==> config.mk <==
export PLATFORM = sky130hd
export DESIGN_NAME = fps_counter
export DESIGN_NICKNAME = d
export VERILOG_FILES = /design/src/rtl/fps_counter.sv
export SDC_FILE = /design/constraint.sdc
export NUM_CORES = 1
export LEC_CHECK = 0
export ABC_AREA = 1
export BUFFER_PORTS_ARGS = -buffer_cell sky130_fd_sc_hd__clkbuf_2
export CAP_MARGIN = 20
export CORE_MARGIN = 4
export CORE_UTILIZATION = 60
export DETAILED_ROUTE_END_ITERATION = 8
export GPL_TIMING_DRIVEN = 0
export MAX_ROUTING_LAYER = met4
export PLACE_DENSITY = 0.92
export SLEW_MARGIN = 30
export SYNTH_ARGS = -nofsm -noshare
export SYNTH_HDL_FRONTEND = slang
export SYNTH_SLANG_ARGS = --single-unit
export TNS_END_PERCENT = 5
==> constraint.sdc <==
create_clock -name i_axi_clk -period 11.3 [get_ports i_axi_clk]
set_clock_uncertainty 0.05 [all_clocks]
set_input_delay 2.26 -clock i_axi_clk [delete_from_list [all_inputs] [get_ports i_axi_clk]]
set_output_delay 2.26 -clock i_axi_clk [all_outputs]
set_load 0.01 [all_outputs]
==> src/rtl/fps_counter.sv <==
// AXI4-Lite frame-rate monitor that passively snoops an AXI-Stream video bus.
// Counts frame starts per window, a running frame total and lines of the last frame.
module fps_counter #(
    parameter int ADDR_WIDTH       = 32,
    parameter int AXIS_DATA_WIDTH  = 8,
    parameter int INVERT_AXI_RESET = 0,
    parameter int CLOCK_FREQUENCY  = 100000000
) (
    input  logic                       i_axi_clk,
    input  logic                       i_axi_rst,
    input  logic                       i_awvalid,
    input  logic [ADDR_WIDTH-1:0]      i_awaddr,
    output logic                       o_awready,
    input  logic                       i_wvalid,
    output logic                       o_wready,
    input  logic [31:0]                i_wdata,
    input  logic [3:0]                 i_wstrb,
    output logic                       o_bvalid,
    input  logic                       i_bready,
    output logic [1:0]                 o_bresp,
    input  logic                       i_arvalid,
    output logic                       o_arready,
    input  logic [ADDR_WIDTH-1:0]      i_araddr,
    output logic                       o_rvalid,
    input  logic                       i_rready,
    output logic [1:0]                 o_rresp,
    output logic [31:0]                o_rdata,
    input  logic                       i_axis_in_tuser,
    input  logic                       i_axis_in_tvalid,
    input  logic                       i_axis_in_tready,
    input  logic                       i_axis_in_tlast,
    input  logic [AXIS_DATA_WIDTH-1:0] i_axis_in_tdata
);

    localparam int          IW      = ADDR_WIDTH - 2;
    localparam logic [31:0] VERSION = 32'h0001_0000;

    logic        rst;
    logic        en;
    logic [31:0] window;
    logic [31:0] win_cnt;
    logic [31:0] win_frames;
    logic [31:0] fps;
    logic [31:0] frame_total;
    logic [31:0] line_cnt;
    logic [31:0] lines;

    logic          wr_fire;
    logic          rd_fire;
    logic [IW-1:0] wr_idx;
    logic [IW-1:0] rd_idx;
    logic [31:0]   rd_val;
    logic          clear;
    logic          sof;
    logic          eol;
    logic [31:0]   win_last;
    logic          win_done;
    logic          unused_bits;

    assign rst = (INVERT_AXI_RESET != 0) ? ~i_axi_rst : i_axi_rst;

    assign wr_fire = o_awready & i_awvalid & i_wvalid;
    assign rd_fire = o_arready & i_arvalid;
    assign wr_idx  = i_awaddr[ADDR_WIDTH-1:2];
    assign rd_idx  = i_araddr[ADDR_WIDTH-1:2];

    assign clear = wr_fire & (wr_idx == IW'(0)) & i_wstrb[0] & i_wdata[1];
    assign sof   = i_axis_in_tvalid & i_axis_in_tready & i_axis_in_tuser;
    assign eol   = i_axis_in_tvalid & i_axis_in_tready & i_axis_in_tlast;

    // A window length of 0 is treated as 1 cycle.
    assign win_last = (window == 32'd0) ? 32'd0 : window - 32'd1;
    assign win_done = (win_cnt >= win_last);

    assign o_bresp = 2'b00;
    assign o_rresp = 2'b00;

    assign unused_bits = ^{i_axis_in_tdata, i_awaddr[1:0], i_araddr[1:0]};

    function automatic logic [31:0] apply_strb(
        input logic [31:0] cur,
        input logic [31:0] wdat,
        input logic [3:0]  strb
    );
        logic [31:0] r;
        r = cur;
        for (int b = 0; b < 4; b++) begin
            if (strb[b]) r[8*b +: 8] = wdat[8*b +: 8];
        end
        return r;
    endfunction

    // Write channel: one-cycle ready pulse, then hold the response until accepted.
    always_ff @(posedge i_axi_clk or posedge rst) begin
        if (rst) begin
            o_awready <= 1'b0;
            o_wready  <= 1'b0;
            o_bvalid  <= 1'b0;
        end else begin
            o_awready <= 1'b0;
            o_wready  <= 1'b0;
            if (i_awvalid && i_wvalid && !o_bvalid && !o_awready) begin
                o_awready <= 1'b1;
                o_wready  <= 1'b1;
            end
            if (wr_fire) begin
                o_bvalid <= 1'b1;
            end else if (i_bready) begin
                o_bvalid <= 1'b0;
            end
        end
    end

    // Writable registers, updated byte-wise on the write handshake edge.
    always_ff @(posedge i_axi_clk or posedge rst) begin
        if (rst) begin
            en     <= 1'b0;
            window <= 32'(CLOCK_FREQUENCY);
        end else if (wr_fire) begin
            case (wr_idx)
                IW'(0): if (i_wstrb[0]) en <= i_wdata[0];
                IW'(1): window <= apply_strb(window, i_wdata, i_wstrb);
                default: ;
            endcase
        end
    end

    // Read data mux; unmapped addresses read as zero.
    always_comb begin
        rd_val = 32'd0;
        case (rd_idx)
            IW'(0): rd_val = {31'd0, en};
            IW'(1): rd_val = window;
            IW'(2): rd_val = fps;
            IW'(3): rd_val = frame_total;
            IW'(4): rd_val = lines;
            IW'(5): rd_val = VERSION;
            default: rd_val = 32'd0;
        endcase
    end

    // Read channel: registered data held stable until the master takes it.
    always_ff @(posedge i_axi_clk or posedge rst) begin
        if (rst) begin
            o_arready <= 1'b0;
            o_rvalid  <= 1'b0;
            o_rdata   <= 32'd0;
        end else begin
            o_arready <= 1'b0;
            if (i_arvalid && !o_rvalid && !o_arready) o_arready <= 1'b1;
            if (rd_fire) begin
                o_rvalid <= 1'b1;
                o_rdata  <= rd_val;
            end else if (i_rready) begin
                o_rvalid <= 1'b0;
            end
        end
    end

    // Window, frame and line counting; CLEAR has priority over stream events.
    always_ff @(posedge i_axi_clk or posedge rst) begin
        if (rst) begin
            win_cnt     <= 32'd0;
            win_frames  <= 32'd0;
            fps         <= 32'd0;
            frame_total <= 32'd0;
            line_cnt    <= 32'd0;
            lines       <= 32'd0;
        end else if (clear) begin
            win_cnt     <= 32'd0;
            win_frames  <= 32'd0;
            fps         <= 32'd0;
            frame_total <= 32'd0;
            line_cnt    <= 32'd0;
            lines       <= 32'd0;
        end else if (en) begin
            if (win_done) begin
                fps        <= win_frames + {31'd0, sof};
                win_cnt    <= 32'd0;
                win_frames <= 32'd0;
            end else begin
                win_cnt    <= win_cnt + 32'd1;
                win_frames <= win_frames + {31'd0, sof};
            end
            if (sof) begin
                frame_total <= frame_total + 32'd1;
                lines       <= line_cnt;
                line_cnt    <= {31'd0, eol};
            end else if (eol) begin
                line_cnt <= line_cnt + 32'd1;
            end
        end
    end

endmodule

======== Yosys cells after proc, flatten, opt, wreduce, memory -nomap -nowiden ========
Index checks and enable logic that the tools add are counted.
operators by class
  add/sub/neg operators ................... 5
  order comparisons ....................... 1
  equality and inequality tests ........... 6
  multiplexer cells ....................... 27
  bitwise logic cells ..................... 9
  reductions and logical operators ........ 26
operators with widths
  kind                                                                  count
  32-bit two-way mux                                                    20
  32-bit case mux with 6 select lines                                   1
  32-bit by 1-bit adder with 32-bit output, second input constant       3
  30-bit by 1-bit == test with 1-bit output, second input constant      2
  30-bit by 2-bit == test with 1-bit output, second input constant      2
  30-bit by 3-bit == test with 1-bit output, second input constant      2
  30-bit logical NOT                                                    2
  32-bit by 1-bit adder with 32-bit output                              1
  32-bit >= comparator                                                  1
  32-bit logical NOT                                                    1
  32-bit by 1-bit subtractor with 32-bit output, second input constant  1
  3-bit AND reduction                                                   5
  2-bit nonzero test                                                    5
  1-bit AND                                                             9
  1-bit two-way mux                                                     6
  2-bit AND reduction                                                   3
  1-bit logical AND                                                     5
  1-bit logical NOT                                                     4
  3-bit nonzero test                                                    1
storage, ports and cells
  flip-flop bits (word level) ............. 261
  output and inout bits ................... 41

======== Longest topological paths before layout ========
Gate-level depths: netlist of run 1.
  depth after elaboration ................. 7
  depth in mapped cells ................... 25

======== Worst setup path after synthesis of run 1 ========
OpenSTA, ideal clock, no wires.
  path type ............................... input to register
  start ................................... input port i_axis_in_tuser
  end ..................................... register fps[18]
  library setup time ...................... 117 ps
  data arrival time ....................... 3977 ps
  data required time ...................... 11133 ps
  setup slack ............................. 7157 ps
  stages .................................. 13
  cell sequence ........................... nand3_1 -> inv_1 -> ha_1 -> ha_1 -> nand3_1 -> nor2_1 -> nand2_1 -> nor3_2 -> nand2_1 -> o21ai_0 -> nor2_1 -> nand3_1 -> nand2_1
between the ends
  cells in the longest elaborated chain, start to end .. 5
ends and longest elaborated chain
  what                                      RTL line  source
  start, declared                           28        input logic i_axis_in_tuser,
  1-bit AND                                 68        assign sof = i_axis_in_tvalid & i_axis_in_tready & i_axis_in_tuser;
  32-bit by 1-bit adder with 32-bit output  178       fps <= win_frames + {31'd0, sof};
  32-bit two-way mux                        177       if (win_done) begin
  32-bit two-way mux                        176       end else if (en) begin
  32-bit two-way mux                        169       end else if (clear) begin
  end signal, assigned                      178
  end, declared                             43        logic [31:0] fps;
No other way between the ends. The select of a mux whose other input is x is not followed.
A chain may end at the register's enable or synchronous reset.

======== Worst setup path in the final report of run 1 ========
  start ................................... register window[1]
  end ..................................... register fps[5]
between the ends
  cells in the longest elaborated chain, start to end .. 5
ends and longest elaborated chain
  what                                                                                        RTL line  source
  start, declared                                                                             40        logic [31:0] window;
  start signal, assigned                                                                      118       window <= 32'(CLOCK_FREQUENCY);
  start signal, assigned                                                                      122       IW'(1): window <= apply_strb(window, i_wdata, i_wstrb);
  32-bit by 1-bit subtractor with 32-bit output / 32-bit logical NOT (equally long branches)  72        assign win_last = (window == 32'd0) ? 32'd0 : window - 32'd1;
  32-bit two-way mux *                                                                        72
  32-bit >= comparator *                                                                      73        assign win_done = (win_cnt >= win_last);
  2-bit nonzero test (no line) *                                                              -
  2-bit AND reduction (no line) *                                                             -
Mark *: on every way between the ends. The rest lies on a longest branch, timed or not.

==> results of run 1 <==
## final cells by class
type / count / area (µm²)
multi-input cells: 1787 / 8410
plain buffers: 87 / 425
repair buffers: 146 / 798
well taps: 341 / 427
clock buffers: 34 / 764
clock inverters: 20 / 303
flip-flops and latches: 261 / 6550
fillers: 2188 / 8220
inverters: 239 / 905
## state kept, by name, summed over array words and instances, names as in the netlist
register and flops:
o_wready 1, line_cnt 32, o_rdata 32, frame_total 32, o_arready 1, o_bvalid 1, win_cnt 32, o_rvalid 1
fps 32, lines 32, win_frames 32, en 1, window 32
## placed cells by master, fill, tap and decap left out, types with 3 or more instances in the layout
cell / synthesis / layout
a21o_1: 3 / 3
a21oi_1: 33 / 33
a31oi_1: 4 / 4
buf_1: 13 / 13
buf_16: 0 / 3
buf_2: 16 / 16
buf_4: 11 / 11
buf_6: 5 / 5
bufinv_16: 0 / 7
clkbuf_1: 42 / 45
clkbuf_16: 0 / 29
clkbuf_2: 0 / 143
clkinv_2: 0 / 4
clkinvlp_4: 0 / 5
conb_1: 1 / 4
dfrtp_1: 249 / 249
dfstp_2: 12 / 12
ha_1: 39 / 39
inv_1: 235 / 234
inv_2: 4 / 4
nand2_1: 806 / 806
nand2_2: 5 / 5
nand3_1: 236 / 236
nand3b_1: 10 / 10
nand4_1: 88 / 88
nor2_1: 249 / 249
nor2_2: 5 / 5
nor3_1: 63 / 63
nor3_2: 3 / 3
nor3b_1: 5 / 5
nor4_1: 5 / 5
o21ai_0: 134 / 134
o21ai_1: 5 / 5
o22ai_1: 7 / 7
or2_2: 10 / 10
xnor2_1: 12 / 12
xor2_1: 46 / 46
## through the flow
step                utilization (%)  cell area, µm²  std cells  hold slack (ps)
global placement               65.0           17400       2858              392
detailed placement             65.3           17500       2861              408
floorplan                         -           16300       2374              392
global route                   69.3           18600       2915              424
CTS                            69.3           18600       2915              417
finish                         69.3           18600       2915              419
## power breakdown
part           switching, mW  leakage, nW  total (mW)  internal [mW]
combinational         0.0493         5.32      0.0755         0.0262
clock                  0.415        0.508        1.06          0.647
sequential           0.00673         3.43       0.946          0.939
## logic make-up (layout without fill, tap and decap cells)
| kind of cell | Yosys count | after routing | share of synthesized area, % |
|---|---|---|---|
| adder cells (fa/ha/maj) | 39 | 39 | 3.00 |
| buffers and inverters | 326 | 526 | 8.13 |
| flip-flops | 261 | 261 | 40.2 |
| AND/OR/NAND/NOR | 1495 | 1495 | 39.4 |
| XOR/XNOR | 58 | 58 | 3.12 |
| other | 1 | 4 | 0.0231 |
| AO/OA/AOI/OAI | 191 | 191 | 6.10 |
## worst register-to-register path: cells and delay by family, from the launching register on
family                   cells  cell delay (ps)
buffers and inverters        2              490
AND/OR/NAND/NOR             18             2800
flip-flops                   1              410
adder cells (fa/ha/maj)      1              300
XOR/XNOR                     1              240
## path summary, 6_finish.rpt
check	endpoint	cells after the start
worst min register to register	o_arready	1
worst min-delay path	o_arready	1
max in group asynchronous	window[21]	4
min in group asynchronous	win_frames[23]	2
worst max register to register	fps[5]	22
worst max-delay path	fps[5]	22
## per-layer routing
metal / up-vias / track usage [%] / part of all wire [%]
li1: 8001 / - / -
met1: 8015 / 44.5 / 38
met2: 959 / 57.1 / 46
met3: 200 / 6.38 / 9.5
met4: 0 / 17.5 / 6.0
met5: - / - / 0
==> flow_summary.ini, run 1 <==
[critical_path]
cpMostUsedCell = nand2_1
critPathLaunchType = flip-flop
critPathTopFamily = simple AND/OR/NAND/NOR gates
crit_start = window[1]
slowest_delay_ps = 410
cp.required_ps = 11740
cp_slowest_cell = dfrtp_1
crit_path_end_kind = flip-flop
cp_max_fo = 10
path_cells = inv_1 -> nand3_1 -> nor2_1 -> nand2_1 -> nor2_2 -> nand2_1 -> nor2_2 -> nand2_1 -> nor2_1 -> xor2_1 -> nand2_1 -> ha_1 -> nand2_1 -> nor2_1 -> nor3b_1 -> nand2_1 -> nor2_1 -> nand3_2 -> nand2_2 -> clkbuf_1 -> nand2_1 -> nand2_1
cp_num_buf_inv = 2
r2r_start = window[1]
arrival_ps = 4800
r2r_setup_slack_ps = 6940
path_class = flip-flop to flip-flop

[drt]
drt_iter0_drc = 1944
firstDrtPassIters = 6
ant_nets = 0
via_per_inst = 5.89
drc = 0
wl_um = 52700
vias = 17175
routedWlPerCell_um = 18.1

[timing]
tns_ps = 0
fin_crit_sh_pct = 38.6
setup_viol = 0
slew_headroom_pct = 39.8
hold_viol = 0
fmax_mhz = 229
fin_ws_ps = 6940
fin_crit_ps = 4360
rsz0062_at_grt = no
slew_violations = 0
worstMarginPinSlew_ps = 904

[synthesis]
synth_area_um2 = 16300
yosysMostFrequentCell = nand2_1
postSynthAreaPerCell_um2 = 6.86
synth_top_area_share_pct = 38.3
ys_ff_latch = 261
ys.flop_type = dfrtp_1
synth_area_leader_cell = dfrtp_1
yosysWarnings = 0
ys_top_cells_by_count = nand2_1 (806), dfrtp_1 (249), nor2_1 (249), nand3_1 (236), inv_1 (235)
yosysUniqueCellTypes = 42
async_reset_ff_share_pct = 100
ys_seq_area_share_pct = 40.2
synth_area_leaders = dfrtp_1 (38%), nand2_1 (19%), nand3_1 (7.3%)
synthCells = 2371
synth_enable_flop_cells = 0

[clocking]
clk_path_buf_depth = 3
postCtsResizedCells = 0
cts_htree_levels = 1
hold_buffers = 0
cts_tree = built
cts_root_buf = clkbuf_16
post-cts-setup-buffer-count = 0
cts_sinks = 261
clk_pin_slew_ps = 60
numCtsBuffers = 29
clock_latency_ps = 560

[die]
io_pins = 160
start_util_pct = 60.7
die_w_um = 173
die_y_um = 173
dieArea_um2 = 29800
rows = 60
core_um2 = 26800

[placed_design]
portBuffers = 143
pre_cts_ws_ps = 6480
place_congestion = 1.05
post-dp-hpwl_um = 40600

[hold_path]
worstHoldStart = o_arready
holdCritPathClass = flip-flop to flip-flop

[pwr]
leakage_nw = 9.25
vdd_drop_max_uv = 108
powerDensity_nw_per_um2 = 112
total_power_mw = 2.08

[layout]
n_antenna_cell = 0
area_growth_pct = 14.2
drive_gt1_share_pct = 10.7
final_nets = 2709

[global_routing]
grt_max_degree = 76
antenna_found_initial = 0
grt_pass1_vias = 16582
grt_pass1_wl_um = 84800
grt.overflow.total = 0
grtUsageTotal_pct = 35.8

[run]
max_cap_viol_count = 0

[run_status]
status = completed
No activity file was read; power rests on OpenSTA's default activity.
==> run 2, diff against run 1 <==
--- a/config.mk
+++ b/config.mk
@@ -5,15 +5,15 @@
 export SDC_FILE = /design/constraint.sdc
 export NUM_CORES = 1
 export LEC_CHECK = 0
-export ABC_AREA = 1
+export ABC_AREA = 0
 export BUFFER_PORTS_ARGS = -buffer_cell sky130_fd_sc_hd__clkbuf_2
 export CAP_MARGIN = 20
 export CORE_MARGIN = 4
-export CORE_UTILIZATION = 60
+export CORE_UTILIZATION = 59
 export DETAILED_ROUTE_END_ITERATION = 8
 export GPL_TIMING_DRIVEN = 0
 export MAX_ROUTING_LAYER = met4
-export PLACE_DENSITY = 0.92
+export PLACE_DENSITY = 0.91
 export SLEW_MARGIN = 30
 export SYNTH_ARGS = -nofsm -noshare
 export SYNTH_HDL_FRONTEND = slang
==> constraint.sdc (replaced) <==
create_clock -name i_axi_clk -period 4.3 [get_ports i_axi_clk]
set_clock_uncertainty 0.05 [all_clocks]
set_input_delay 0.86 -clock i_axi_clk [delete_from_list [all_inputs] [get_ports i_axi_clk]]
set_output_delay 0.86 -clock i_axi_clk [all_outputs]
set_load 0.01 [all_outputs]
==> flow_summary.ini, run 2 <==
[global_routing]
grt_pass1_vias = 13845
grt_util_met1_pct = 44.7
grt_busiest_layer = met2
grt_max_degree = 31
globalRouteMet3Util_pct = 9.08
grt.overflow.total = 0
grt_pass1_wl_um = 73800
grtUsageTotal_pct = 36.4
antenna_found_initial = 0
met2_usage_pct = 55.8

[drt]
drt_iter0_drc = 2359
ant_nets = 0
wl_um = 48900
vias = 14038
firstDrtPassIters = 9
via_per_inst = 6.77
drc = 2
routedWlPerCell_um = 23.6

[critical_path]
crit_path_end_kind = flip-flop
cpMostUsedCell = or3_4
cp_max_fo = 6
cp_slowest_cell = dfrtp_2
r2r_cells = 17
critPathLaunchType = flip-flop
path_cells = or4_4 -> or3_4 -> or3_4 -> or3_4 -> nand3b_4 -> and2_4 -> a21oi_4 -> ha_4 -> and4_1 -> a211o_1 -> and3_4 -> or3_4 -> or2_4 -> clkbuf_16 -> buf_8 -> or3_1 -> o21ai_1
slowest_delay_ps = 470
cp.required_ps = 4730
arrival_ps = 5580
path_class = flip-flop to flip-flop

[die]
start_util_pct = 59.8
core_um2 = 23400
die_y_um = 162
dieArea_um2 = 26300
die_w_um = 162
io_pins = 160
rows = 56

[timing]
slew_headroom_pct = 35.5
slew_violations = 0
hold_viol = 0
rsz0062_at_grt = yes
fin_crit_sh_pct = 120
fin_ws_ps = -854
fmax_mhz = 194
fin_crit_ps = 5150
setup_viol = 96
worstMarginPinSlew_ps = 961
tns_ps = -64380

[clocking]
clk_pin_slew_ps = 60
clock_latency_ps = 570
numCtsBuffers = 28
cts_htree_levels = 1
cts_tree = built
cts_root_buf = clkbuf_16
clk_path_buf_depth = 3
cts_sinks = 261

[layout]
fill_cells = 1513
layout_commonest_cell = dfrtp_1
final_area_um2 = 17300
seq_area_um2 = 6550
most-common-layout-cells = dfrtp_1 (248), nand2_1 (196), clkbuf_2 (143), nor2_1 (137), o21ai_0 (87)
n_antenna_cell = 0
drive_gt1_share_pct = 23.1
final_nets = 1892
multi_input_area_um2 = 7490
area_growth_pct = 23.5

[synthesis]
synthCells = 1513
synth_area_leader_cell = dfrtp_1
ys_seq_area_share_pct = 46.8
yosysUniqueCellTypes = 61
synth_enable_flop_cells = 0
ys_ff_latch = 261
synth_area_um2 = 14000
synth_area_leaders = dfrtp_1 (45%), nand2_1 (5.4%), xor2_1 (4.9%)
ys_top_cells_by_count = dfrtp_1 (249), nand2_1 (200), nor2_1 (152), o21ai_0 (102), xor2_1 (78)
async_reset_ff_share_pct = 100
yosysWarnings = 0
yosysMostFrequentCell = dfrtp_1
synth_top_area_share_pct = 44.5
ys.flop_type = dfrtp_1
postSynthAreaPerCell_um2 = 9.25

[hold_path]
holdCritPathClass = primary input to asynchronous set/reset pin

[pwr]
leakage_nw = 7.56
vdd_drop_max_uv = 303
powerDensity_nw_per_um2 = 298

[placed_design]
post-dp-hpwl_um = 32100
place_congestion = 0.970
placed_area_um2 = 15400
portBuffers = 142

[run_status]
status = finished, violations left
failed_checks = DRC, setup timing

[run]
max_cap_viol_count = 0
-- run 2: cell types whose count changed after synthesis, sizes merged, moves of 34 or more --
cell	previous run	this run
xnor2	12	47
a22oi	0	34
o21ai	140	102
inv	239	24
a21oi	33	75
nand3	238	70
nand2	811	200
nor2	256	152
nand4	88	24
mux2	0	34
-- run 2: cells by family (layout without fill, tap and decap cells) --
family	Yosys count	after routing	share of synthesized area, %
and+or+nand+nor	622	622	21.3
AOI/OAI and AO/OA	315	315	14.2
DFF	261	261	46.8
xor gates and xnor gates	125	125	7.82
buffers and inverters	111	350	3.34
adders and majority gates	39	39	3.48
muxes	39	39	3.09
other	1	4	0.0268
-- run 2: layer usage --
layer,routed length [µm],share of wire (%)
met3,5870,12
met1,17400,36
met2,21700,44
met4,3930,8.0
met5,0,0
-- run 2: final timing paths --
| path | from | to | slack (ps) |
|---|---|---|---|
| max | window[17] | win_frames[25] | -850 |
| min | i_axi_rst | window[10] | 290 |
| max reg2reg | window[17] | win_frames[25] | -850 |
| min reg2reg | o_bvalid | o_wready | 420 |
| max in group asynchronous | i_axi_rst | lines[7] | 2610 |
| min in group i_axi_clk | o_bvalid | o_wready | 420 |
-- run 2: layout make-up --
type | instances | share of cell area [%]
Buffer | 84 | 2.94
Sequential cell | 261 | 37.9
Timing Repair Buffer | 191 | 7.53
Inverter | 24 | 0.543
Multi-Input combinational cell | 1144 | 43.3
Tap cell | 319 | 2.31
Clock inverter | 16 | 0.992
Clock buffer | 35 | 4.49
-- run 2: report_power, final --
part | switching (mW) | internal, mW
Clock | 1.05 | 1.46
Combinational | 0.101 | 0.0711
Sequential | 0.00437 | 2.46
Total | 1.16 | 3.99
-- run 2: what timing repair did --
item / CTS / global route
gates resized for setup: 118 / 53
endpoints found under the setup margin: 96 / 96
gates cloned: 1 / 0
buffers inserted: 30 / 7
pin swaps: 30 / 37
hold buffers: 0 / 0
-- run 2: metrics by stage --
step | utilization, % | setup slack (ps) | power (mW) | std cells | hold WS (ps)
after floorplan | - | -479 | 2.57 | 1516 | 400
final | 73.9 | -854 | 5.15 | 2074 | 293
after global placement | 64.8 | -1500 | 2.65 | 1977 | 401
after detailed placement | 65.8 | -1350 | 2.68 | 1987 | 415
after global routing | 73.9 | -914 | 5.26 | 2074 | 327
after CTS | 72.8 | -764 | 5.13 | 2067 | 301
-- run 2: critical path, delay by kind of cell, from the launching register on --
kind                       cells  cell delay [ps]
DFF                            1              470
and+or+nand+nor               11             3420
buffers and inverters          2              300
adders and majority gates      1              250
AOI/OAI and AO/OA              3              590
